--- src/rtl/mux_sel_arbiter_pkg.sv ---
// Shared mux_arb_defs definitions for the 4:1 mux select arbiter.
// Holds the requester count, the select width, the FSM encoding and a one-hot helper.
package mux_sel_arbiter_pkg;

    localparam int unsigned NREQ  = 4;
    localparam int unsigned SEL_W = 2;

    typedef enum logic [1:0] {
        ST_IDLE    = 2'd0,
        ST_GRANT   = 2'd1,
        ST_RELEASE = 2'd2
    } state_t;

    function automatic logic [NREQ-1:0] idx2oh(input logic [SEL_W-1:0] idx);
        logic [NREQ-1:0] oh;
        oh      = '0;
        oh[idx] = 1'b1;
        return oh;
    endfunction

endpackage

--- src/rtl/mux_sel_arbiter_if.sv ---
// Request/grant/select bundle between the requesters, the arbiter and the 4:1 mux.
// master = arbiter side, slave = requester/mux side.
interface mux_sel_arbiter_if;
    import mux_sel_arbiter_pkg::*;

    logic [NREQ-1:0]  req;
    logic [NREQ-1:0]  gnt;
    logic [SEL_W-1:0] sel;
    logic             busy;

    modport master (input req, output gnt, output sel, output busy);
    modport slave  (output req, input gnt, input sel, input busy);

endinterface

--- src/rtl/mux_sel_arbiter_rr_pick.sv ---
// rr_pick: combinational rotate-and-priority-encode.
// Returns the first set request bit searching ptr, ptr+1, ... modulo NREQ.
module mux_sel_arbiter_rr_pick
    import mux_sel_arbiter_pkg::*;
(
    input  logic [NREQ-1:0]  req,
    input  logic [SEL_W-1:0] ptr,
    output logic             any,
    output logic [SEL_W-1:0] win_idx
);

    logic             found;
    logic [SEL_W-1:0] idx;

    // Index arithmetic wraps naturally in SEL_W bits
    always_comb begin
        any     = |req;
        win_idx = '0;
        found   = 1'b0;
        idx     = '0;
        for (int unsigned i = 0; i < NREQ; i++) begin
            idx = ptr + SEL_W'(i);
            if (!found && req[idx]) begin
                win_idx = idx;
                found   = 1'b1;
            end
        end
    end

endmodule

--- src/rtl/mux_sel_arbiter.sv ---
// Round-robin arbiter owning the 2-bit select of the shared 4:1 core-to-memory mux.
// Optional macro ARB_TIMEOUT_EN: forces release after HOLD_MAX granted cycles when others wait.
module mux_sel_arbiter
    import mux_sel_arbiter_pkg::*;
#(
    parameter int unsigned HOLD_MAX = 8
) (
    input  logic              clk,
    input  logic              rst,
    mux_sel_arbiter_if.master bus
);

    if (HOLD_MAX < 2 || HOLD_MAX > 255) begin : g_bad_hold_max
        $error("HOLD_MAX must be in 2..255");
    end

    state_t           state_q, state_d;
    logic [NREQ-1:0]  gnt_q, gnt_d;
    logic [SEL_W-1:0] sel_q, sel_d;
    logic [SEL_W-1:0] ptr_q, ptr_d;
    logic             busy_q, busy_d;
    logic             any_c;
    logic [SEL_W-1:0] win_idx_c;
    logic             timeout_c;

    mux_sel_arbiter_rr_pick u_rr_pick (
        .req     (bus.req),
        .ptr     (ptr_q),
        .any     (any_c),
        .win_idx (win_idx_c)
    );

`ifdef ARB_TIMEOUT_EN
    localparam int unsigned CNT_W = 8;
    localparam logic [CNT_W-1:0] CNT_LAST = CNT_W'(HOLD_MAX - 1);

    logic [CNT_W-1:0] cnt_q, cnt_d;

    // Owner has used its slot and someone else is waiting
    assign timeout_c = (cnt_q == CNT_LAST) && (|(bus.req & ~gnt_q));
`else
    assign timeout_c = 1'b0;
`endif

    always_ff @(posedge clk or posedge rst) begin
        if (rst) begin
            state_q <= ST_IDLE;
            gnt_q   <= '0;
            sel_q   <= '0;
            ptr_q   <= '0;
            busy_q  <= 1'b0;
`ifdef ARB_TIMEOUT_EN
            cnt_q   <= '0;
`endif
        end else begin
            state_q <= state_d;
            gnt_q   <= gnt_d;
            sel_q   <= sel_d;
            ptr_q   <= ptr_d;
            busy_q  <= busy_d;
`ifdef ARB_TIMEOUT_EN
            cnt_q   <= cnt_d;
`endif
        end
    end

    // sel_q doubles as the owner index while in GRANT
    always_comb begin
        state_d = state_q;
        gnt_d   = gnt_q;
        sel_d   = sel_q;
        ptr_d   = ptr_q;
        busy_d  = busy_q;
`ifdef ARB_TIMEOUT_EN
        cnt_d   = cnt_q;
`endif
        unique case (state_q)
            ST_IDLE: begin
                if (any_c) begin
                    gnt_d   = idx2oh(win_idx_c);
                    sel_d   = win_idx_c;
                    busy_d  = 1'b1;
                    state_d = ST_GRANT;
`ifdef ARB_TIMEOUT_EN
                    cnt_d   = '0;
`endif
                end
            end
            ST_GRANT: begin
                if (!bus.req[sel_q] || timeout_c) begin
                    gnt_d   = '0;
                    busy_d  = 1'b0;
                    ptr_d   = sel_q + SEL_W'(1);
                    state_d = ST_RELEASE;
                end
`ifdef ARB_TIMEOUT_EN
                else if (cnt_q != CNT_LAST) begin
                    cnt_d = cnt_q + CNT_W'(1);
                end
`endif
            end
            ST_RELEASE: begin
                state_d = ST_IDLE;
            end
            default: begin
                state_d = ST_IDLE;
                gnt_d   = '0;
                busy_d  = 1'b0;
            end
        endcase
    end

    assign bus.gnt  = gnt_q;
    assign bus.sel  = sel_q;
    assign bus.busy = busy_q;

endmodule

--- src/flat_wrapper.sv ---
// flat-port wrapper written by rule: the top's interface ports become plain ports
module mux_sel_arbiter_flat import mux_sel_arbiter_pkg::*;
#(
    parameter int unsigned HOLD_MAX = 8
)
  (clk, rst, bus_req, bus_gnt, bus_sel, bus_busy);
  mux_sel_arbiter_if bus_i ();
  input  logic clk;
  input  logic rst;
  input wire logic [$bits(bus_i.req)-1:0] bus_req;
  output wire logic [$bits(bus_i.gnt)-1:0] bus_gnt;
  output wire logic [$bits(bus_i.sel)-1:0] bus_sel;
  output wire logic [$bits(bus_i.busy)-1:0] bus_busy;
  assign bus_i.req = bus_req;
  assign bus_gnt = bus_i.gnt;
  assign bus_sel = bus_i.sel;
  assign bus_busy = bus_i.busy;
  mux_sel_arbiter #(.HOLD_MAX(HOLD_MAX)) u_core (.clk(clk), .rst(rst), .bus(bus_i));
endmodule
--- config.mk ---
export PLATFORM = sky130hd
export DESIGN_NAME = mux_sel_arbiter_flat
export DESIGN_NICKNAME = d
export VERILOG_FILES = /design/src/rtl/mux_sel_arbiter_pkg.sv /design/src/rtl/mux_sel_arbiter_if.sv /design/src/rtl/mux_sel_arbiter_rr_pick.sv /design/src/rtl/mux_sel_arbiter.sv /design/src/flat_wrapper.sv
export SDC_FILE = /design/constraint.sdc
export NUM_CORES = 1
export LEC_CHECK = 0
export BUFFER_PORTS_ARGS = -buffer_cell sky130_fd_sc_hd__buf_2
export CORE_AREA = 3 3 40 42
export CTS_CLUSTER_DIAMETER = 40
export DETAILED_ROUTE_END_ITERATION = 6
export DIE_AREA = 0 0 43 45
export PLACE_DENSITY = 0.62
export SETUP_SLACK_MARGIN = 0.2
export SLEW_MARGIN = 10
export SYNTH_ARGS = -nofsm -noshare
export SYNTH_HDL_FRONTEND = slang
export SYNTH_SLANG_ARGS = --single-unit
--- constraint.sdc ---
create_clock -name clk -period 2.4 [get_ports clk]
set_input_delay 0.48 -clock clk [delete_from_list [all_inputs] [get_ports clk]]
set_output_delay 0.48 -clock clk [all_outputs]
set_load 0.01 [all_outputs]
# --- After elaboration in Yosys (flattened, before gate mapping) ---
# Cells that the tools add are included.
# Widths: inputs -> output; s select.
word_totals:
  regBits: 11
  word_cells: 63
op_classes:
  reduce_logical: 13
  n_bitwise: 2
  n_mux: 28
  magnitude_cmp: 7
  n_addsub: 4
  eq_ne: 4
op_table:
  columns: ["op", "n"]
  rows:
  - ["$lt 2x3->1 const B", 6]
  - ["$mux 2", 6]
  - ["$pmux 4 s3", 1]
  - ["$mux 1", 11]
  - ["$bmux 1 s2", 5]
  - ["$mux 4", 2]
  - ["$reduce_and 2->1", 3]
  - ["$add 2x1->2 const B", 2]
  - ["$add 2x2->2 const B", 2]
  - ["$logic_and 1x1->1", 4]
  - ["$pmux 2 s2", 1]
  - ["$reduce_or 4->1", 1]
  - ["$logic_not 1->1", 3]
  - ["$pmux 1 s3", 1]
  - ["$reduce_and 3->1", 1]
  - ["$demux 1 s2", 1]
  - ["$eq 2x1->1 const B", 1]
  - ["$eq 2x2->1 const B", 1]
  - ["$ge 2x1->1 const B", 1]
  - ["$logic_not 2->1", 1]
  - ["$ne 2x1->1 const B", 1]
  - ["$ne 2x2->1 const B", 1]
  - ["$not 1->1", 2]

# --- Logic depth before layout (Yosys ltp) ---
depth:
  depth_word: 18
  depth_mapped: 5
  mapped_depth_nobuf: 4

# --- By module ---
# A second synthesis with hierarchy kept.
hier_totals:
  cells_unflattened: 59
  area_unflattened_um2: 599.3
modules_own_cells:
  columns: ["module", "area_per_inst_um2", "instances", "cells_each"]
  rows:
  - ["mux_sel_arbiter", 521.8, 1, 44]
  - ["mux_sel_arbiter_rr_pick", 77.6, 1, 15]

# --- Least setup slack after synthesis ---
# OpenSTA, ideal clock, no wires.
synth_path:
  path_kind: "flip-flop to flip-flop"
  start: "reg u_core.sel_q[1] (netlist: u_core.bus.sel[1])"
  end: "reg u_core.gnt_q[2] (netlist: u_core.bus.gnt[2])"
  synth_period_minus_slack_ns: 1.626
  setup_time_ns: 0.122
  setup_slack_ns: 0.774
  path_stages_with_launch: 4
  required_time_ns: 2.278
  t_arrival_ns: 1.504
  n_path_buf: 0
  cell_sequence: "dfrtp_1 mux4_2 a21bo_4 a32o_1"
synth_via:
  elab_chain_cells: 4
synth_rtl:
  columns: ["item", "line_no", "source"]
  rows:
  - ["start, declared", "mux_sel_arbiter.sv:19", "logic [SEL_W-1:0] sel_q, sel_d;"]
  - ["start signal, assigned", "mux_sel_arbiter.sv:58", "sel_q <= sel_d;"]
  - ["$bmux 1 s2", "mux_sel_arbiter.sv:90", "if (!bus.req[sel_q] || timeout_c) begin"]
  - ["$mux 1 (implied by the code)", "mux_sel_arbiter.sv:90", null]
  - ["$ne 2x2->1 (no line)", null, null]
  - ["$reduce_and 3->1 (no line)", null, null]
  - ["end signal, assigned", "mux_sel_arbiter.sv:57", "gnt_q <= gnt_d;"]
  - ["end, declared", "mux_sel_arbiter.sv:18", "logic [NREQ-1:0] gnt_q, gnt_d;"]
# Every way passes these cells. The select of a mux whose other input is x is not followed.
# A chain may end at the register's enable or synchronous reset.

# --- Worst setup path after layout ---
layout_path:
  start: "reg u_core.sel_q[1] (netlist: u_core.bus.sel[1])"
  end: "reg u_core.gnt_q[3] (netlist: u_core.bus.gnt[3])"
# Same word-level chain as after synthesis.

==> reports/summary.txt <==
Antenna violations before repair -> 0
Hold crit path type -> in -> async
GRT Overall Usage -> 14.2%
Register area -> 275 µm²
Placed Area -> 622 µm²
Routed Antenna Nets -> 0
Syn Area/Cell -> 10.5 µm²
R2r endpoint -> u_core.bus.gnt[3]$_DFFE_PP0P_
Layout cells sized above 1 -> 28.4%
Syn_nets -> 58
Die span in y -> 45 µm
Drt wl/cell -> 12.9 µm
Worst Skew -> 0.00142 ns
Logic pwr share -> 44.8%
Post-synthesis sequential area ratio -> 50.3%
Maxcap violations -> 0
Psw -> 0.332 mW
Largest net degree at the start of global routing -> 13
Clk network pwr share -> 14.6%
Crit path max fanout -> 5
Share of the synthesized area in the top cell type -> 50.3%
Hold buffer count at cts -> 0
Crit end category -> register
Drt initial violations -> 15
Count of cell types in the netlist -> 22
DR pass1 iterations -> 4
Min Tclk post-route -> 1.65 ns
Post_cts resized -> 0
Worst path depth -> 3
Most frequent cell after synthesis -> dfrtp_1
NumNets Final -> 74
Antenna cells -> 0
Top cells by area, synth -> dfrtp_1 50%, mux4_2 4.1%, a21oi_1 3.7%, a32o_1 3.7%, nand2_1 3.4%
Root Driver -> clkbuf_4
CP cell instances -> mux4_2 -> a21bo_4 -> a32o_1
H-tree Lvls -> 1
CP bufs+invs -> 0
Fin Hold WS -> 0.186 ns
Initial core utilization -> 42.6%
Core area -> 1280 µm²
R2R cell count -> 3
Vias in the first global route -> 472
Actual slew at the worst max-slew pin -> 0.402 ns
Critical Path End -> u_core.bus.gnt[3]$_DFFE_PP0P_
Final period util -> 68.8%
Highest cell delay on the worst timing path -> 0.59 ns
Yosys reg bits -> 11
Num ports -> 13
Clk sinks -> 11
Gate Count Post-Synth -> 52
Arr. time, crit path -> 1.81 ns
Sequential share of power -> 40.6%
CTS tree -> done
PortBufs -> 12
Dominant register cell in the synthesized netlist -> dfrtp_1
Clk slew on worst S/H paths -> 0.07 ns
Reg2Reg Setup Slack -> 0.75 ns
# placed instances -> 78
Hold Fails Final Rpt -> 0
Clock buffer depth -> 2
Crit-path slowest cell -> mux4_2
Fmax -> 0.606 GHz
Reg-to-Reg Start -> u_core.bus.sel[1]$_DFFE_PP0P_
DR DRC count -> 0
Peak supply drop -> 0.000517 V
Via density -> 5.34
GPL Wtd Cong -> 0.853
Final Setup Violations -> 0
Final std cells w/o fill -> 82
Post-synth top cells -> 11 x dfrtp_1, 5 x nand2_1, 5 x nor2_1, 4 x a21oi_1, 4 x inv_1
Hpwl dp -> 823 µm
WS Path Type -> reg -> reg
Detailed Route WL -> 1060 µm
CP delay by family, top -> multiplexers
Internal Dissipation -> 0.519 mW
Area growth syn-to-layout -> 18.5%
Power density cells -> 1310 nW/µm²
Worst Setup SP -> u_core.bus.sel[1]$_DFFE_PP0P_
TritonCTS buffer count -> 3
Die W -> 43 µm
DR vias -> 438
EDFF count, synth -> 0
Multi-input logic area -> 253 µm²
Async set-reset flop share out of synthesis -> 100%
Net Sw Frac -> 39.0%
Worst-Skew Late Latency -> 0.26 ns
Fin Setup TNS -> 0 ns
Critical Path Source Type -> register
Final Cell Area -> 648 µm²
First-pass GRT wire length -> 2040 µm
Die area -> 1940 µm²
Setup Buffers After CTS -> 0
Outcome -> complete, no violations
Global route total overflow -> 0
Pleak -> 0.319 nW
Post-Syn Area -> 547 µm²
Max transition margin -> 73.2%
Synth area leader -> dfrtp_1
Ys Warns -> 0
RSZ-0062 raised after global routing -> no
Core Rows -> 13
Fillers -> 121
Final Max Tran Viols -> 0
WP data required -> 2.56 ns
## cell families after synthesis
kind of cell / Yosys count / synth area share (%)
muxes: 1 / 4.12
AOI/OAI and AO/OA: 16 / 23.1
DFF: 11 / 50.3
xor gates and xnor gates: 1 / 1.60
buffers and inverters: 5 / 3.43
and+or+nand+nor: 18 / 17.4
## layout make-up
type / count / area share [%]
inverter: 4 / 2.32
sequential: 11 / 42.5
clock buffer: 4 / 4.05
tap: 15 / 2.90
timing repair buffer: 12 / 9.27
multi-input combinational: 36 / 39.0
## power by group through the flow
stage                     clock network, mW  registers (mW)  logic [mW]
after floorplan                           0           0.361       0.264
after global placement                    0           0.351       0.383
after detailed placement                  0           0.348       0.387
after CTS                             0.129           0.346       0.388
after global routing                  0.140           0.360       0.433
final                                 0.124           0.346       0.382
## metrics by stage
stage	utilization, %	total power [mW]	setup slack (ns)
CTS	50.4	0.864	0.740
floorplan	-	0.626	0.774
global route	50.4	0.934	0.688
global placement	48.4	0.734	0.637
finish	50.4	0.852	0.749
detailed placement	48.4	0.735	0.626
## layout by cell type, fill, tap and decap left out, types with 2 or more instances in the layout
cell	netlist	final
clkbuf_4	0	3
a32o_1	2	2
nor2_1	5	5
a211o_1	2	2
nand2_1	5	5
buf_2	0	12
a21oi_1	4	4
dfrtp_1	11	11
o31ai_1	2	2
nand2b_1	2	2
inv_1	4	4
nand3_1	3	3
## how the worst min path moves through the flow
stage	endpoint	startpoint	cells after the start
floorplan	u_core.bus.busy$_DFFE_PP0P_	rst	1
global placement	u_core.bus.busy$_DFFE_PP0P_	u_core.bus.busy$_DFFE_PP0P_	2
detailed placement	u_core.bus.busy$_DFFE_PP0P_	u_core.bus.busy$_DFFE_PP0P_	2
CTS	u_core.bus.busy$_DFFE_PP0P_	rst	2
global route	u_core.state_q[1]$_DFFE_PP0P_	rst	2
finish	u_core.bus.busy$_DFFE_PP0P_	rst	2
## flip-flops by register name, indices dropped and copies added (netlist names)
name / count
u_core.state_q: 2
u_core.bus.busy: 1
u_core.bus.sel: 2
u_core.bus.gnt: 4
u_core.ptr_q: 2
## per-layer routing
| metal | GRT usage, % | part of all wire, % |
|---|---|---|
| met5 | 0 | 0 |
| met1 | 19.1 | 50 |
| met4 | 9.04 | 2.0 |
| met2 | 21.3 | 45 |
| met3 | 2.39 | 3.2 |
## worst register-to-register path, stage by stage, from the launching register on
cell	delay (ns)
dfrtp_1	0.44
mux4_2	0.59
a21bo_4	0.26
a32o_1	0.25
(Power assumes the default switching activity.)
